--- config.mk ---
export PLATFORM = sky130hd
export DESIGN_NAME = easyaxi_rd_slice
export DESIGN_NICKNAME = d
export VERILOG_FILES = /design/src/rtl/easyaxi_rd_slice.sv
export SDC_FILE = /design/constraint.sdc
export NUM_CORES = 1
export LEC_CHECK = 0
export BUFFER_PORTS_ARGS = -buffer_cell sky130_fd_sc_hd__buf_4
export CORE_MARGIN = 5
export CORE_UTILIZATION = 58
export DETAILED_ROUTE_END_ITERATION = 16
export PLACE_DENSITY = 0.86
export SLEW_MARGIN = 5
export SYNTH_ARGS = -nofsm -noshare
export SYNTH_HDL_FRONTEND = slang
export SYNTH_HIERARCHICAL = 1
export SYNTH_SLANG_ARGS = --single-unit
export TNS_END_PERCENT = 1
--- constraint.sdc ---
create_clock -name clk -period 3.95 [get_ports clk]
set_clock_uncertainty 0.1 [all_clocks]
set_input_delay 0.1975 -clock clk [delete_from_list [all_inputs] [get_ports clk]]
set_output_delay 0.1975 -clock clk [all_outputs]
set_load 0.01 [all_outputs]
--- src/rtl/easyaxi_rd_slice.sv ---
// AXI read-path register slice: AR and R channels each pass through a 2-entry skid buffer,
// and an outstanding-burst counter throttles AR acceptance at MAX_OUTS.

module easyaxi_rd_slice_skid #(
  parameter int W = 8
) (
  input  logic         clk,
  input  logic         rst_n,
  input  logic         in_allow,
  input  logic         in_valid,
  output logic         in_ready,
  input  logic [W-1:0] in_pld,
  output logic         out_valid,
  input  logic         out_ready,
  output logic [W-1:0] out_pld
);

  logic         main_vld_reg;
  logic         skid_vld_reg;
  logic [W-1:0] main_pld_reg;
  logic [W-1:0] skid_pld_reg;
  logic         in_hs;
  logic         main_free;

  // Ready comes from registers only, so nothing combinational crosses the slice.
  assign in_ready  = !skid_vld_reg && in_allow;
  assign in_hs     = in_valid && in_ready;
  assign main_free = !main_vld_reg || out_ready;
  assign out_valid = main_vld_reg;
  assign out_pld   = main_pld_reg;

  always_ff @(posedge clk or negedge rst_n) begin
    if (!rst_n) begin
      main_vld_reg <= 1'b0;
      skid_vld_reg <= 1'b0;
      main_pld_reg <= '0;
      skid_pld_reg <= '0;
    end else if (main_free) begin
      if (skid_vld_reg) begin
        // Skid full implies in_ready was 0, so no new beat competes this cycle.
        main_vld_reg <= 1'b1;
        main_pld_reg <= skid_pld_reg;
        skid_vld_reg <= 1'b0;
      end else begin
        main_vld_reg <= in_hs;
        if (in_hs) main_pld_reg <= in_pld;
      end
    end else if (in_hs) begin
      skid_vld_reg <= 1'b1;
      skid_pld_reg <= in_pld;
    end
  end

endmodule

module easyaxi_rd_slice #(
  parameter int ID_W     = 4,
  parameter int ADDR_W   = 32,
  parameter int LEN_W    = 8,
  parameter int SIZE_W   = 3,
  parameter int BURST_W  = 2,
  parameter int DATA_W   = 64,
  parameter int RESP_W   = 2,
  parameter int MAX_OUTS = 4,
  localparam int AR_W    = ID_W + ADDR_W + LEN_W + SIZE_W + BURST_W,
  localparam int R_W     = DATA_W + RESP_W + 1,
  localparam int OUTS_W  = $clog2(MAX_OUTS + 1)
) (
  input  logic              clk,
  input  logic              rst_n,
  input  logic              up_arvalid,
  output logic              up_arready,
  input  logic [AR_W-1:0]   up_arpld,
  output logic              dn_arvalid,
  input  logic              dn_arready,
  output logic [AR_W-1:0]   dn_arpld,
  input  logic              dn_rvalid,
  output logic              dn_rready,
  input  logic [R_W-1:0]    dn_rpld,
  output logic              up_rvalid,
  input  logic              up_rready,
  output logic [R_W-1:0]    up_rpld,
  output logic [OUTS_W-1:0] outs_cnt
);

  logic [OUTS_W-1:0] outs_cnt_reg;
  logic              ar_room;
  logic              ar_acc;
  logic              r_done;

  assign ar_room  = outs_cnt_reg < OUTS_W'(MAX_OUTS);
  assign ar_acc   = up_arvalid && up_arready;
  assign r_done   = up_rvalid && up_rready && up_rpld[0];
  assign outs_cnt = outs_cnt_reg;

  easyaxi_rd_slice_skid #(.W(AR_W)) u_ar_skid (
    .clk       (clk),
    .rst_n     (rst_n),
    .in_allow  (ar_room),
    .in_valid  (up_arvalid),
    .in_ready  (up_arready),
    .in_pld    (up_arpld),
    .out_valid (dn_arvalid),
    .out_ready (dn_arready),
    .out_pld   (dn_arpld)
  );

  easyaxi_rd_slice_skid #(.W(R_W)) u_r_skid (
    .clk       (clk),
    .rst_n     (rst_n),
    .in_allow  (1'b1),
    .in_valid  (dn_rvalid),
    .in_ready  (dn_rready),
    .in_pld    (dn_rpld),
    .out_valid (up_rvalid),
    .out_ready (up_rready),
    .out_pld   (up_rpld)
  );

  // A last beat with nothing outstanding is illegal upstream; the counter saturates at 0.
  always_ff @(posedge clk or negedge rst_n) begin
    if (!rst_n) begin
      outs_cnt_reg <= '0;
    end else if (ar_acc && !r_done) begin
      outs_cnt_reg <= outs_cnt_reg + OUTS_W'(1);
    end else if (!ar_acc && r_done && outs_cnt_reg != '0) begin
      outs_cnt_reg <= outs_cnt_reg - OUTS_W'(1);
    end
  end

endmodule
==> impl_results.md, run 1 <==
* DP Wirelength at 16000 um
* Worst reg2reg path depth at 5
* Worst-Skew Late Latency at 0.52 ns
* Post-CTS setup buffer count at 0
* Area of the multi-input gates at 4370 um^2
* Max-cap violations at 0
* Top-Level Pins at 245
* Fillers at 926
* Min-Delay Path Class: in2async
* Initial Util at 59.1%
* FF-to-FF Start: u_ar_skid/skid_vld_reg
* Die area at 21200 um^2
* Max Fclk at 0.372 GHz
* Critical Path AT at 2.98 ns
* Min Tclk post-route at 2.69 ns
* H-tree depth at 1
* Tot GR Track Use at 25.8%
* IO Port Bufs at 244
* Distinct cell type count after synthesis at 29
* Clk sinks at 239
* Largest net degree at the start of global routing at 105
* Pwr dens at 637 nW/um^2
* Reg-to-reg setup timing slack at 1.26 ns
* Yosys warnings at 6
* Avg Inst Size Synth at 16.0 um^2
* Crit share post-route at 68.1%
* First-pass GRT wire length at 44900 um
* Worst vdd ir at 0.545 mV
* Non-Filler Instances at 1278
* N_diodes at 0
* Chip height at 145 um
* Critical Path End: u_ar_skid/out_pld[0]
* Critical path launch point type: flop
* CTS tree: built
* Area delta synth->final at 37.4%
* DR vias/cell at 5.50
* Routed WL at 27800 um
* CTS-repair resized insts at 0
* Register area at 5980 um^2
* Site row count at 49
* Worst EP required at 4.24 ns
* Vias in the first global route at 8002
* Pins over their slew limit at 0
* GR Overflow Total at 0
* # setup viols final at 0
* Post-route ant nets at 0
* Register bit total from synthesis at 239
* Initial antenna violation count at 0
* Total CTS buffers at 25
* Mapped cell area at 10600 um^2
* DR pass1 iterations at 4
* Fraction of layout cells with a size suffix above 1 at 62.3%
* EDFF count, synth at 0
* Post-synthesis cell count at 665
* Die width at 145 um
* Rel. slew slack at 26.0%
* CTS max path bufs at 3
* Top fanout value on the critical path at 50
* Final hold vios at 0
* RSZ-0062 raised after global routing: false
* Setup TNS at 0 ns
* Placed Cells at 1109
* DRT iter0 DRCs at 351
* Clk root buf: clkbuf_16
* Routability cong. at 0.757
* Asr flop ratio synth at 100%
* Drt drc at 0
* Hold buffers post-CTS at 123
* CP Capture Type: flop
* Crit path from: u_ar_skid/skid_vld_reg
* Via count at 7031
* FF-to-FF End: u_ar_skid/out_pld[0]
* Predominant post-synthesis flop cell: dfrtp_1
* Status: finished clean
* Core Footprint at 18000 um^2
* Worst Max-Slew Pin Slew at 1.11 ns
* Worst-path clk slew at 0.06 ns
* Nets at 1153
* LEAKAGE at 6.70 nW
* Drt wl/cell at 21.7 um
* Sequential-to-total area share from yosys stat at 56.2%
* Worst Setup Path Type: reg2reg
[worst max-delay path, stage by stage, from the launching register on]
cell	delay [ns]
dfrtp_2	0.39
buf_4	0.56
a21oi_4	0.09
nor2_4	0.50
buf_4	0.49
mux2_2	0.40
[power breakdown]
part	switching (mW)	leakage [nW]	total, mW	internal [mW]
registers	0.592	2.85	3.96	3.37
clock network	0.965	0.406	2.35	1.38
logic	1.19	3.45	3.01	1.81
total	2.75	6.70	9.32	6.57
[layout make-up]
class	instances	share of cell area, %
sequential	239	40.9
multi-input combinational	387	29.9
timing repair buffer	375	21.6
clock inverter	8	0.505
tap	229	1.96
inverter	2	0.0513
clock buffer	38	5.16
[worst min-delay path by stage]
stage,startpoint,end,slack (ns),depth (start not counted)
final,rst_n,u_r_skid/out_pld[46],0.22,2
after global routing,rst_n,u_r_skid/out_pld[46],0.28,2
after CTS,rst_n,u_r_skid/skid_pld_reg[46],0.25,2
after detailed placement,rst_n,u_r_skid/skid_pld_reg[44],0.18,1
after global placement,rst_n,u_r_skid/skid_pld_reg[46],0.17,1
after floorplan,rst_n,outs_cnt[0],-0.20,0
[synthesized netlist by cell type (2+ instances only)]
master    instances  area, um^2
a21oi_1           2        10.0
and2_4            2        17.5
buf_2            18        90.1
buf_6            19         214
dfrtp_1         239        5980
inv_1             2        7.51
mux2_2          308        3470
mux2_4           40         601
nand2_1           3        11.3
nand2b_1          2        12.5
nand3_2           2        20.0
nor2_1            7        26.3
nor2b_1           2        12.5
nor2b_4           2        27.5
nor3_1            3        15.0
[cells by family after synthesis]
logic type                 Yosys count  synth area share (%)
buffers and inverters               40                  3.00
muxes                              349                  38.3
adders and majority gates            1                 0.188
xor gates and xnor gates             1                0.0823
AOI/OAI and AO/OA                    8                 0.588
and+or+nand+nor                     26                  1.62
DFF                                239                  56.2
other                                1                0.0352
[per-layer routing]
layer	global-route usage [%]	routed length, um	up-vias
li1	-	-	3118
met2	46.9	14900	242
met3	4.86	1330	71
met1	30.8	10500	3600
met5	0	0	-
met4	8.49	994	0
[per-stage QoR]
step	util [%]	hold slack [ns]	power, mW	worst slack [ns]	area (um^2)
floorplan	-	-0.198	5.50	1.77	10700
global placement	69.7	0.174	6.58	1.41	12600
detailed placement	69.7	0.181	6.78	1.31	12600
CTS	81.2	0.250	9.26	1.28	14600
global route	81.2	0.285	9.75	1.12	14600
finish	81.2	0.221	9.32	1.26	14600
[placed cells by master (no fill, tap or decap), types with 3 or more instances in the layout]
cell / count
nand2_1: 3
dlygate4sd3_1: 123
clkbuf_16: 25
nor2_1: 6
buf_4: 249
dfrtp_1: 237
clkinv_2: 4
nor3_1: 3
clkbuf_8: 8
mux2_2: 308
mux2_4: 40
clkbuf_1: 5
Power figures use the tool's default switching activity.
==> inputs of run 2 (changes only) <==
Settings changed: ABC_AREA set to 1, CORE_UTILIZATION 58 to 55, PLACE_DENSITY 0.86 to 0.81.
Clock period 3.95 ns to 2.55 ns, I/O delays scaled along.
==> run 2 against run 1 <==
Worst setup slack got worse by 1.0 ns. Combinational power rose by 64%. Routed wire length increased by 25%. Clock power increased by 69%.
==> impl_results.md, run 2 <==
* Initial Util at 56.3% (-2.7 points)
* Core Footprint at 21200 um^2 (+17%)
* Worst vdd ir at 0.542 mV (-0.61%)
* CTS max path bufs at 3 (unchanged)
* Final WS setup at 0.223 ns (-1.04 ns)
* Final hold vios at 0 (unchanged)
* FF-to-FF Start: u_ar_skid/skid_vld_reg
* HP Start: dn_arready
* Routability cong. at 0.815 (+7.7%)
* Most common cell after layout, fill and taps aside: nand2_1
* Pwr dens at 923 nW/um^2 (+45%)
* IO Port Bufs at 244 (unchanged)
* Register bit total from synthesis at 239 (unchanged)
* RSZ-0062 raised after global routing: false
* DP Wirelength at 19900 um (+25%)
* CTS tree: built
* Switching power of the nets at 5.03 mW (+83%)
* Yosys warnings at 6 (unchanged)
* LEAKAGE at 8.76 nW (+31%)
* Site row count at 53 (+8.2%)
* Rel. slew slack at 35.3% (+9.3 points)
* Via count at 11464 (+63%)
* Most frequent cell after synthesis: nand2_1
* Drt drc at 0 (unchanged)
* DR vias/cell at 5.29 (-3.8%)
* # setup viols final at 0 (unchanged)
* Die area at 24700 um^2 (+17%)
* Setup TNS at 0 ns (unchanged)
* Synth top area cells: dfrtp_1 50%, nand2_1 22%, o21bai_1 7.3%, nand3_1 5.0%, o21ai_0 4.2%
* Fillers at 1470 (+59%)
* Hold depth at 6
* Top-Level Pins at 245 (unchanged)
* Post-synthesis cell count at 1560 (+130%)
* Yosys top cell by area: dfrtp_1
* Vias in the first global route at 11289 (+41%)
* Critical path launch point type: flop
* Top-area cell type share of the netlist area at 50.2% (-6.0 points)
* Final core utilization at 75.7% (-5.5 points)
* Non-Filler Instances at 2167 (+70%)
* Max Fclk at 0.430 GHz (+16%)
* Worst Setup Path Type: reg2reg
* CP Capture Type: flop
* Post-route ant nets at 0 (unchanged)
* Top fanout value on the critical path at 37 (-26%)
* Logic pwr share at 33.3% (+1.0 points)
* First-pass GRT wire length at 56100 um (+25%)
* DRT iter0 DRCs at 846 (+140%)
* Avg Inst Size Synth at 7.64 um^2 (-52%)
* Clk root buf: clkbuf_16
* Clock share of power at 26.9% (+1.7 points)
* Commonest cells after routing, fill and taps aside: 710 x nand2_1, 259 x buf_4, 237 x dfrtp_1
* Distinct cell type count after synthesis at 22 (-24%)
* DP Worst Slack at 0.550 ns (-0.761 ns)
* EDFF count, synth at 0 (unchanged)
* Sequential-to-total area share from yosys stat at 50.2% (-6.0 points)
* Routed WL at 34700 um (+25%)
* Predominant post-synthesis flop cell: dfrtp_1
* DR pass1 iterations at 5 (+1)
* Status: finished clean
* H-tree depth at 1 (unchanged)
* Largest net degree at the start of global routing at 101 (-3.8%)
* Int Pwr at 9.75 mW (+49%)
* Worst reg2reg path depth at 7 (+2)
* Min Tclk post-route at 2.33 ns (-0.363 ns)
* Worst EP required at 2.90 ns (-1.34 ns)
* Max-cap violations at 0 (unchanged)
* Chip height at 157 um (+8.1%)
* Top cells by count, synth: 712 x nand2_1, 239 x dfrtp_1, 124 x inv_1, 120 x nand3_1, 116 x o21bai_1
* Area delta synth->final at 34.3%
* Worst-Skew Late Latency at 0.52 ns (about the same)
* Total CTS buffers at 26 (+4.0%)
* Mapped cell area at 11900 um^2 (+12%)
* Crit share post-route at 91.3% (+23 points)
* Min-Delay Path Class: in2reg
* FF-to-FF End: u_ar_skid/skid_pld_reg[38]
* Hold Path End: u_ar_skid/skid_pld_reg[18]
* Clk sinks at 239 (unchanged)
* Asr flop ratio synth at 100% (unchanged)
* Pins over their slew limit at 0 (unchanged)
* Die width at 157 um (+8.1%)
* Worst Max-Slew Pin Slew at 0.967 ns (-0.143 ns)
* Tot GR Track Use at 27.4% (+1.6 points)
* Drt wl/cell at 16.0 um (-26%)
* WHS at 0.0164 ns (-0.204 ns)
* Fraction of layout cells with a size suffix above 1 at 17.4% (-45 points)
* Nets at 1995 (+73%)
* Fraction of power spent switching nets at 34.0% (+4.5 points)
* Reg-to-reg setup timing slack at 0.22 ns (-1.04 ns)
* GR Overflow Total at 0 (unchanged)
* Critical Path AT at 2.67 ns (-0.31 ns)
* Placed Cells at 1991 (+80%)
* Worst-path clk slew at 0.06 ns (about the same)
* Initial antenna violation count at 1 (+1)
* Sequential Power Share at 39.8% (-2.7 points)
-- run 2: kinds of logic after synthesis --
kind of cell | share of synthesized area (%)
AND/OR/NAND/NOR | 28.2
buffers and inverters | 9.06
flip-flops | 50.2
AO/OA/AOI/OAI | 12.4
adder cells (fa/ha/maj) | 0.168
other | 0.0315
-- run 2: critical path: stages (launching register included) --
cell	delay, ns
dfrtp_2	0.45
inv_4	0.27
nand3_4	0.25
nor2_4	0.25
buf_12	0.23
nand2_1	0.08
nand2_1	0.06
dlygate4sd3_1	0.56
-- run 2: power groups by stage --
stage	logic [mW]	clock network [mW]	registers [mW]
final	4.93	3.98	5.87
after floorplan	2.49	0	6.02
after global routing	5.48	4.19	6.02
after detailed placement	4.65	0	5.89
after CTS	4.89	4.04	5.84
after global placement	4.49	0	5.84
-- run 2: worst max path at each step --
stage                                start                    endpoint  slack (ns)  depth (start not counted)
floorplan           u_ar_skid/skid_vld_reg                 outs_cnt[2]        0.58                         11
global placement    u_ar_skid/skid_vld_reg       u_ar_skid/out_pld[44]        0.57                          6
detailed placement  u_ar_skid/skid_vld_reg       u_ar_skid/out_pld[34]        0.55                          6
CTS                 u_ar_skid/skid_vld_reg  u_ar_skid/skid_pld_reg[38]         0.1                          7
global route        u_ar_skid/skid_vld_reg  u_ar_skid/skid_pld_reg[38]        0.15                          7
finish              u_ar_skid/skid_vld_reg  u_ar_skid/skid_pld_reg[38]        0.22                          7
-- run 2: final cells by class --
| cell class | count | area [um^2] | area share, % |
|---|---|---|---|
| multi-input combinational | 1082 | 4890 | 30.6 |
| inverter | 129 | 489 | 3.06 |
| antenna | 3 | 7.51 | 0.0469 |
| timing repair buffer | 394 | 3380 | 21.1 |
| clock buffer | 34 | 752 | 4.70 |
| sequential | 239 | 5980 | 37.4 |
| clock inverter | 11 | 155 | 0.969 |
| tap | 275 | 344 | 2.15 |
-- run 2: timing repair --
item                                   CTS  global route
resized for setup                        0             0
hold buffers                           126             0
endpoints found under the hold margin  472             0
buffers inserted                         0             2
setup endpoints to repair                0             5
-- run 2: per-stage QoR --
stage	power (mW)	cell area, um^2
after floorplan	8.51	11900
after global placement	10.3	13800
after detailed placement	10.5	13800
after CTS	14.8	16000
after global routing	15.7	16000
final	14.8	16000
-- run 2: metal layers --
| layer | vias to the layer above | track usage [%] | wire (um) | share of wire (%) |
|---|---|---|---|---|
| li1 | 5467 | - | - | - |
| met1 | 5405 | 35.4 | 13300 | 38 |
| met2 | 528 | 47.9 | 17600 | 51 |
| met3 | 64 | 5.09 | 3210 | 9.2 |
| met4 | 0 | 6.88 | 685 | 2.0 |
| met5 | - | 0 | 0 | 0 |
